<file path="src/rtl/inst_pkg.sv">
// rtl/inst_pkg.sv - shared constants and helpers for the instrument contact debouncer
// Contents: channel index constants, default thresholds and the threshold clamp helper.
package inst_pkg;

    localparam int CH_STRUM_G = 0;
    localparam int CH_STRUM_B = 1;
    localparam int CH_FOOT    = 2;

    // 10 ms at the nominal 50 MHz clock
    localparam int unsigned DEBOUNCE_10MS = 500000;
    localparam int unsigned DEBOUNCE_MIN  = 2;

    // A threshold of zero would mean "change with no settle time"; the
    // counter compares against T-1, so zero is clamped up to one.
    function automatic int unsigned eff_threshold(input int unsigned t);
        return (t == 0) ? 1 : t;
    endfunction

endpackage

</file>
<file path="src/rtl/debounce_chan.sv">
// rtl/debounce_chan.sv - one debounce channel: synchroniser, settle counter, edge strobes
// Ports:
//   clk, rst_n : clock and asynchronous active-low reset
//   din        : raw asynchronous contact input
//   en         : filter enable (counter and level freeze when low)
//   level      : debounced level
//   rise, fall : one-cycle strobes on level 0->1 / 1->0
//   busy       : a change is pending (counter non-zero)
module debounce_chan
    import inst_pkg::*;
#(
    parameter int          CNT_W       = 20,
    parameter int unsigned T           = 2,
    parameter logic        RESET_VAL   = 1'b0,
    parameter int          SYNC_STAGES = 2
) (
    input  logic clk,
    input  logic rst_n,
    input  logic din,
    input  logic en,
    output logic level,
    output logic rise,
    output logic fall,
    output logic busy
);

    localparam int unsigned      T_EFF = eff_threshold(T);
    localparam logic [CNT_W-1:0] LAST  = CNT_W'(T_EFF - 1);

    if (SYNC_STAGES < 2) begin : g_bad_sync
        $error("debounce_chan: SYNC_STAGES must be at least 2");
    end
    if (64'(T) >= (64'd1 << CNT_W)) begin : g_bad_width
        $error("debounce_chan: threshold does not fit in CNT_W bits");
    end

    logic [SYNC_STAGES-1:0] sync;
    logic [CNT_W-1:0]       cnt;
    logic                   s;

    assign s    = sync[SYNC_STAGES-1];
    assign busy = (cnt != '0);

    // The synchroniser runs regardless of en so that s is current on re-enable.
    always_ff @(posedge clk or negedge rst_n) begin
        if (!rst_n) begin
            sync <= {SYNC_STAGES{RESET_VAL}};
        end else begin
            sync <= {sync[SYNC_STAGES-2:0], din};
        end
    end

    // Any cycle where s agrees with level discards the partial count, so only
    // T consecutive disagreeing samples move the level.
    always_ff @(posedge clk or negedge rst_n) begin
        if (!rst_n) begin
            level <= RESET_VAL;
            cnt   <= '0;
            rise  <= 1'b0;
            fall  <= 1'b0;
        end else begin
            rise <= 1'b0;
            fall <= 1'b0;
            if (en) begin
                if (s == level) begin
                    cnt <= '0;
                end else if (cnt == LAST) begin
                    level <= s;
                    cnt   <= '0;
                    rise  <= s;
                    fall  <= ~s;
                end else begin
                    cnt <= cnt + CNT_W'(1);
                end
            end
        end
    end

endmodule

</file>
<file path="src/rtl/inst_debounce.sv">
// rtl/inst_debounce.sv - multi-channel instrument contact debouncer
// Ports:
//   clk, rst_n : clock and asynchronous active-low reset
//   inst       : raw contact inputs, one bit per channel
//   en         : filter enable shared by all channels
//   level      : debounced levels
//   rise, fall : one-cycle strobes per channel
//   busy       : per-channel change pending
module inst_debounce
    import inst_pkg::*;
#(
    parameter int                     N_CH        = 3,
    parameter int                     CNT_W       = 20,
    parameter logic [N_CH*CNT_W-1:0]  DEBOUNCE    = {CNT_W'(DEBOUNCE_10MS),
                                                     CNT_W'(DEBOUNCE_MIN),
                                                     CNT_W'(DEBOUNCE_MIN)},
    parameter logic [N_CH-1:0]        RESET_VAL   = '0,
    parameter int                     SYNC_STAGES = 2
) (
    input  logic            clk,
    input  logic            rst_n,
    input  logic [N_CH-1:0] inst,
    input  logic            en,
    output logic [N_CH-1:0] level,
    output logic [N_CH-1:0] rise,
    output logic [N_CH-1:0] fall,
    output logic [N_CH-1:0] busy
);

    for (genvar i = 0; i < N_CH; i++) begin : g_chan
        localparam int unsigned T_I = 32'(DEBOUNCE[i*CNT_W +: CNT_W]);

        debounce_chan #(
            .CNT_W       (CNT_W),
            .T           (T_I),
            .RESET_VAL   (RESET_VAL[i]),
            .SYNC_STAGES (SYNC_STAGES)
        ) u_chan (
            .clk   (clk),
            .rst_n (rst_n),
            .din   (inst[i]),
            .en    (en),
            .level (level[i]),
            .rise  (rise[i]),
            .fall  (fall[i]),
            .busy  (busy[i])
        );
    end

endmodule
</file>
<file path="config.mk">
export PLATFORM = sky130hd
export DESIGN_NAME = inst_debounce
export DESIGN_NICKNAME = d
export VERILOG_FILES = /design/src/rtl/inst_pkg.sv /design/src/rtl/debounce_chan.sv /design/src/rtl/inst_debounce.sv
export SDC_FILE = /design/constraint.sdc
export NUM_CORES = 1
export LEC_CHECK = 0
export CAP_MARGIN = 20
export CORE_MARGIN = 1
export CORE_UTILIZATION = 30
export CTS_BUF_LIST = sky130_fd_sc_hd__clkbuf_8 sky130_fd_sc_hd__clkbuf_16
export CTS_CLUSTER_SIZE = 28
export DETAILED_ROUTE_END_ITERATION = 10
export GPL_TIMING_DRIVEN = 0
export HOLD_SLACK_MARGIN = 0.08
export SLEW_MARGIN = 30
export SYNTH_ARGS = -nofsm -noshare
export SYNTH_HDL_FRONTEND = slang
export SYNTH_SLANG_ARGS = --single-unit
</file>
<file path="constraint.sdc">
create_clock -name clk -period 2.77 [get_ports clk]
set_input_delay 0.277 -clock clk [delete_from_list [all_inputs] [get_ports clk]]
set_output_delay 0.277 -clock clk [all_outputs]
set_load 0.05 [all_outputs]
</file>
# Yosys cells after proc, flatten, opt, wreduce, memory -nomap -nowiden
# Cells that the tools add are included.
[classes] magnitude_cmp=0 div=0 n_shift=0 mul=0 addsub=3 n_eq_ne=6 bitwise=6 n_mux=24 reduce_logical=6
[op_table] cell="20-bit two-way mux" count=6
[op_table] cell="20-bit by 1-bit adder with 20-bit output, second input constant" count=3
[op_table] cell="20-bit nonzero test" count=3
[op_table] cell="20-bit by 1-bit equality test with 1-bit output, second input constant" count=2
[op_table] cell="20-bit by 19-bit equality test with 1-bit output, second input constant" count=1
[op_table] cell="1-bit two-way mux" count=18
[op_table] cell="3-bit AND reduction" count=3
[op_table] cell="1-bit inverter" count=6
[op_table] cell="1-bit equality test" count=3
[totals] latch_bits=0 romBits=0 inputBits=6 ramBits=0 output_inout_bits=12 mem_count=0 wordCells=60 regBits=75

# Depth between registers and ports, before layout
# Gate-level depths: netlist (run 1).
[depth] depth_word=4 mapped_depth=8 ltp_nobuf=6

# By module
# From an unflattened synthesis (run 1), not the netlist that was laid out.
[unflattened] cells_unflattened=452 hier_area_um2=4259.1
[modules_own_cells] module="debounce_chan at g_chan[2].u_chan" cells_each=156 seq_area_each_um2=625.6 area_each_um2=1473.9 n_inst=1
[modules_own_cells] module="debounce_chan at g_chan[0].u_chan" cells_each=149 seq_area_each_um2=625.6 area_each_um2=1401.3 n_inst=1
[modules_own_cells] module="debounce_chan at g_chan[1].u_chan" cells_each=147 seq_area_each_um2=625.6 area_each_um2=1383.8 n_inst=1

# Least setup slack after synthesis (run 1)
# Ideal clock, no wire load.
[synth_path] path_type="register -> register" from="register g_chan[1].u_chan.cnt[3]" to="register g_chan[1].u_chan.cnt[15]" n_path_buf=2 t_required_ns=2.644 period_less_slack_ns=1.926 setup_time_ns=0.126 arrival_ns=1.800 stages_incl_launch_ff=7 slack_ns=0.844 cell_sequence="dfrtp_1 -> buf_2 -> or4_4 -> o31a_1 -> buf_6 -> o211a_1 -> a221o_1"
[synth_between] elab_chain_len=3 elab_cells_between_ends=4 classes_between="1 x add/sub; 1 x eq/ne; 2 x mux"
[synth_rtl] item="from (decl)" line="debounce_chan.sv:38" source="logic [CNT_W-1:0] cnt;"
[synth_rtl] item="from (signal assigned)" line="debounce_chan.sv:73" source="cnt <= cnt + CNT_W'(1);"
[synth_rtl] item="20-bit by 1-bit adder with 20-bit output or 20-bit by 1-bit equality test with 1-bit output (tied branches)" line="debounce_chan.sv:73, debounce_chan.sv:67"
[synth_rtl] item="20-bit two-way mux (*)" line="debounce_chan.sv:67" source="end else if (cnt == LAST) begin"
[synth_rtl] item="20-bit two-way mux (*)" line="debounce_chan.sv:65" source="if (s == level) begin"
# Mark *: on every way between the ends. The rest lies on a longest branch, timed or not.
# A chain may end at the register's enable or synchronous reset.

# Worst setup path after layout (run 1)
[layout_path] from="register g_chan[1].u_chan.cnt[10]" to="output busy[1]"
[layout_between] elab_chain_len=1
[layout_rtl] item="20-bit nonzero test" line="debounce_chan.sv:42" source="assign busy = (cnt != '0);"
[layout_rtl] item="to (decl)" line="inst_debounce.sv:27" source="output logic [N_CH-1:0] busy"
# No other way between the ends.

==> out/qor.yml, run 1 <==
vdd_drop_max_uv: 387.9
wl_met1_um: 4725
design_area_sq_um: 4903
p_leak_nw: 2.112
drive_above_1_share: 0.1136
drc: 0
antenna_found_initial: 0
switching_share: 0.3300
synth_cell_types: 56
place_area_sq_um: 4594
clk_latency_ps: 350
startpoint_type: "flop"
start_util: 0.3116
num_io_pins: 18
synth_edf_count: 0
relSlewSlack: 0.4721
ys_async_sr_fraction: 1.000
vias: 3546
num_rows: 42
ant_nets: 0
tightest_slew_ps: 785.1
root_buffer: "clkbuf_16"
fp.dieH_um: 120.0
worstPathCellList: "clkbuf_1, nor4_1, nand2_1, nor3_1, nand2_1, buf_4, dlygate4sd2_1"
clk_pin_slew_ps: 60
path_class: "flop to output port"
final_common_cell: "dfrtp_1"
drt_pass1_iterations: 4
crit_path_max_incr_delay_ps: 410
reg2reg_to: "g_chan[1].u_chan.cnt[3]"
highest_layer: "met4"
ys.flop_type: "dfrtp_1"
netlist_area_sq_um: 4175
timing.final.max_slew_violations: 0
first_iter_violations: 251
numClockSinks: 75
yosys_warnings: 0
die_width_um: 120.0
hold_path.class: "primary input to async pin"
period_share: 0.9470
path_common_cell: "nand2_1"
final_cell_mix: "dfrtp_1 (75), nand2_1 (47), nand3_1 (25)"
met2_length_um: 4390
internal-power_w: 0.002192
power.switching_w: 0.001080
fin_skew_ps: 7.982
clk_path_buf_depth: 2
cts_setup_buffers: 0
grt_use_total: 0.1457
nFillCells: 1358
gp_congestion: 0.8402
period_minus_slack_ps: 2623
worstPathRequired_ps: 2490
cp_num_buf_inv: 3
cp-end-kind: "output port"
syn_area_per_cell_sq_um: 9.299
critPathTopFamily: "simple AND/OR/NAND/NOR gates"
critPathSlowestCell: "dlygate4sd2_1"
setup_tns_ps: 0
comb_power_share: 0.264
worstPathArrival_ps: 2350
setup_viol: 0
n_antenna_cell: 0
overflow: 0
place_hpwl_um: 6442
die-area_sq_um: 14390
core_sq_um: 13400
hold_viol: 0
met3RoutedLength_um: 376
vias_per_cell: 5.373
reg2reg_slack_ps: 510
drt_wl_total_um: 9668
synth_seq_area_share: 0.4495
p_per_area_nw_per_um2: 667.3
rsz0062_at_grt: "no"
synth_seq_cells: 75
outcome: "finished, final reports clean"
wl_per_cell_um: 14.65
numCtsBuffers: 9
port_buffers: 17
fmax_mhz: 381.2
grt_max_degree: 64
synth_fp_nets: 463
syn_inst: 449
clkPwrFrac: 0.363
worstReg2RegStart: "g_chan[1].u_chan.cnt[4]"
path_max_fanout: 8
area_delta_synth_final_pct: 17.44
cts_max_level: 3
max_cap_viol_count: 0
nets: 493
cts_tree: "done"
r2r_cells: 4
grt_first_pass_wirelength_um: 16470
first_global_vias: 3374
pwr-share-seq: 0.373
-- cell usage after synthesis (4+ instances only) --
cell type	n	area [sq um]
o2bb2ai_1	5	43.79
clkbuf_1	11	41.29
dfrtp_1	75	1877
and2_1	5	31.28
xor2_1	4	35.03
o21ai_1	9	45.04
nand2_1	47	176.4
and4_1	7	61.31
inv_1	17	63.81
a21o_1	10	75.07
or3_1	5	31.28
buf_4	15	112.6
ha_1	8	100.1
a22o_1	4	35.03
a31oi_1	23	143.9
a41oi_1	11	96.34
a21oi_1	17	85.08
buf_6	4	45.04
nor2_1	21	78.83
nor4_1	18	112.6
nand4_1	12	75.07
nor3_1	12	60.06
nand3_1	25	125.1
o21ai_0	18	90.09
nand2b_1	6	37.54
and3_1	9	56.30
-- power groups by stage --
stage,clock network (W),logic [W],registers (W)
after floorplan,0,0.000646,0.00122
after global placement,0,0.000874,0.00123
after detailed placement,0,0.000886,0.00124
after CTS,0.00122,0.000874,0.00122
after global routing,0.00126,0.000949,0.00123
final,0.00119,0.000865,0.00122
-- worst max path at each step --
| stage | start | to | slack, ps | cells after the start |
|---|---|---|---|---|
| 2_1_floorplan | g_chan[1].u_chan.cnt[3] | g_chan[1].u_chan.cnt[15] | 840 | 6 |
| 3_3_place_gp | rst_n | g_chan[2].u_chan.cnt[10] | -1360 | 1 |
| 3_5_place_dp | g_chan[1].u_chan.cnt[16] | busy[1] | 200 | 6 |
| 4_1_cts | g_chan[2].u_chan.cnt[6] | busy[2] | 110 | 5 |
| 5_1_grt | g_chan[1].u_chan.cnt[10] | busy[1] | 0.4 | 7 |
| 6_report | g_chan[1].u_chan.cnt[10] | busy[1] | 150 | 7 |
-- stage by stage --
step | hold WS (ps) | setup slack [ps] | power [W] | std cells | utilization
2_1_floorplan | -18.59 | 843.6 | 0.001870 | 449 | -
3_3_place_gp | 335.2 | -1361 | 0.002109 | 642 | 0.3407
3_5_place_dp | 109.0 | 204.3 | 0.002125 | 643 | 0.3429
4_1_cts | 306.3 | 114.2 | 0.003309 | 660 | 0.3659
5_1_grt | 327.3 | 0.4170 | 0.003435 | 660 | 0.3659
6_report | 317.0 | 146.9 | 0.003272 | 660 | 0.3659
-- timing repair --
action	CTS	global route
hold buffers	1	0
gates resized for setup	3	0
setup endpoints to repair	2	0
hold endpoints to repair	75	0
-- worst reg2reg max path, delay by kind of cell (launching register included) --
family	cells	cell delay [ps]
AO/OA/AOI/OAI	3	1090
AND/OR/NAND/NOR	1	590
flip-flops	1	460
-- metal layers --
layer,GRT usage,up-vias
li1,-,1717
met5,0,-
met2,0.2277,59
met1,0.1860,1752
met4,0.05156,0
met3,0.04943,18
-- sequential cells by signal, indices dropped and copies added, names as in the netlist --
signal / flops
g_chan.u_chan.level: 3
g_chan.u_chan.rise: 3
g_chan.u_chan.cnt: 60
g_chan.u_chan.sync: 6
g_chan.u_chan.fall: 3
-- cell type report --
cell class                 instances  area [sq um]  area share
multi-input combinational        321          2014      0.4108
sequential                        75          1877      0.3828
clock buffer                      10         239.0     0.04874
buffer                            36         226.5     0.04619
tap                              176         220.2     0.04491
timing repair buffer              19         206.4     0.04210
inverter                          17         63.81     0.01301
clock inverter                     6         56.30     0.01148
-- cell families after synthesis --
| group | after synthesis | synth area share |
|---|---|---|
| and+or+nand+nor | 184 | 0.2376 |
| AOI/OAI and AO/OA | 116 | 0.1894 |
| DFF | 75 | 0.4495 |
| buffers and inverters | 53 | 0.06952 |
| adders and majority gates | 8 | 0.02397 |
| xor gates and xnor gates | 7 | 0.01468 |
| muxes | 6 | 0.01528 |
Power figures use the tool's default switching activity.
==> run 2: changes to the inputs <==
Settings changed: ABC_CLOCK_PERIOD_IN_PS set to 2770, CTS_CLUSTER_SIZE 28 to 25.
==> results of run 2 <==
The final DEF is identical to that of run 1; final timing and power are the same.
==> run 3: changes to the inputs <==
--- a/config.mk
+++ b/config.mk
@@ -9,3 +9,2 @@
 export CAP_MARGIN = 20
-export CORE_MARGIN = 1
 export CORE_UTILIZATION = 30
--- a/constraint.sdc
+++ b/constraint.sdc
@@ -3,2 +3,2 @@
 set_output_delay 0.277 -clock clk [all_outputs]
-set_load 0.05 [all_outputs]
+set_load 0.005 [all_outputs]
==> run 3 against run 2 <==
- hold slack gained 2.4 ps
- register-to-register slack worse by 20 ps
- clock skew is essentially flat
- sequential power barely moved
- critical path depth decreased by 2
- global-route usage down 0.082 points
- via count shrank 0.62%
- sequential share of layout area decreased by 0.059 points
- flip-flop and latch count unchanged
==> out/qor.yml, run 3 (synthesized netlist as in run 1, its figures left out) <==
outcome: "finished, final reports clean"
nFillCells: 1355
path_class: "flop to output port"
vias_per_cell: 5.339
reg2reg_slack_ps: 490
num_io_pins: 18
regMostFlops: "g_chan.u_chan.cnt"
timing.final.max_slew_violations: 0
r2r_cells: 4
max_cap_viol_count: 0
largestRegisters: "g_chan.u_chan.cnt x60, g_chan.u_chan.sync x6"
clk_pin_slew_ps: 60
ant_nets: 0
drive_above_1_share: 0.1157
drc: 0
num_rows: 42
hold_viol: 0
nets: 493
path_max_fanout: 5
grt-busiest-layer: "met2"
tightest_slew_ps: 806.5
setup_tns_ps: 0
period_share: 0.9116
hold_path.class: "primary input to async pin"
grt_use_total: 0.1448
design_area_sq_um: 4911
drt_pass1_iterations: 4
timing.hold.ws_ps: 319.3
antenna_found_initial: 0
fin_util: 0.3665
cts_max_level: 3
gp_congestion: 0.8402
cts_tree: "done"
period_minus_slack_ps: 2525
grt_max_degree: 64
drt_wl_total_um: 9625
clk_latency_ps: 350
cts_setup_buffers: 0
grt.met3_usage: 0.04800
start_util: 0.3116
first_iter_violations: 291
total_power_w: 0.003122
worstReg2RegStart: "g_chan[1].u_chan.cnt[4]"
clk_path_buf_depth: 2
die-area_sq_um: 14390
worstPathArrival_ps: 2250
rsz0062_at_grt: "no"
vias: 3524
reg2reg_to: "g_chan[1].u_chan.cnt[3]"
place_area_sq_um: 4594
n_antenna_cell: 0
numClockSinks: 75
first_global_vias: 3355
vdd_drop_max_uv: 300.8
grtUsageMet2: 0.2267
grt_first_pass_wirelength_um: 16390
setup_viol: 0
fin_skew_ps: 8.322
fmax_mhz: 396.0
area_delta_synth_final_pct: 17.62
startpoint_type: "flop"
relSlewSlack: 0.4577
worstPathRequired_ps: 2490
port_buffers: 17
wl_per_cell_um: 14.58
final_common_cell: "dfrtp_1"
gr-usage-met1: 0.1869
final_cell_mix: "dfrtp_1 (75), nand2_1 (47), nand3_1 (25)"
root_buffer: "clkbuf_16"
overflow: 0
die_width_um: 120.0
fp.dieH_um: 120.0
numCtsBuffers: 9
cp-end-kind: "output port"
p_per_area_nw_per_um2: 635.8
core_sq_um: 13400
largest_reg_flops: 60
place_hpwl_um: 6442
p_leak_nw: 2.109
run 3: report_power, final:
| part | switching (W) | internal, W | leakage, nW |
|---|---|---|---|
| combinational | 0.000381 | 0.000337 | 0.936 |
| sequential | 0.0000606 | 0.00116 | 1.02 |
| clock | 0.000472 | 0.000714 | 0.149 |
| total | 0.000913 | 0.00221 | 2.11 |
run 3: what timing repair did:
item,CTS,global route
endpoints found under the hold margin,75,0
setup endpoints to repair,0,1
gates resized for setup,0,2
hold buffers,1,0
run 3: area by class of cell:
type	instances	area [sq um]	area share
Multi-Input combinational cell	321	2019	0.4112
Timing Repair Buffer	19	209.0	0.04255
Inverter	17	63.81	0.01299
Clock buffer	10	239.0	0.04866
Tap cell	176	220.2	0.04484
Clock inverter	6	56.30	0.01146
Sequential cell	75	1877	0.3822
Buffer	36	226.5	0.04611
run 3: how the worst max path moves through the flow:
stage	startpoint	endpoint	slack, ps	cells past startpoint
4_1_cts	g_chan[1].u_chan.cnt[16]	busy[1]	80	6
5_1_grt	g_chan[1].u_chan.cnt[10]	busy[1]	70	7
3_5_place_dp	en	g_chan[0].u_chan.cnt[15]	320	7
3_3_place_gp	rst_n	g_chan[2].u_chan.cnt[10]	-1360	1
6_report	g_chan[0].u_chan.cnt[14]	busy[0]	240	5
2_1_floorplan	g_chan[1].u_chan.cnt[3]	g_chan[1].u_chan.cnt[15]	840	6
run 3: routing by layer:
layer | share of wire | up-vias
met2 | 0.46 | 55
met5 | 0 | -
met4 | 0.015 | 0
met1 | 0.48 | 1736
li1 | - | 1721
met3 | 0.041 | 12
run 3: through the flow:
stage	instances	setup slack (ps)
CTS	660	84.99
global placement	642	-1361
finish	660	244.8
detailed placement	643	320.7
global route	660	71.13
floorplan	449	843.6
run 3: worst max-delay path, cell delays in order, from the launching register on:
cell and delay (ps):
dfrtp_1 410, or4_1 550, nor3_2 240, nand3_1 130, buf_4 140, clkdlybuf4s50_1 430
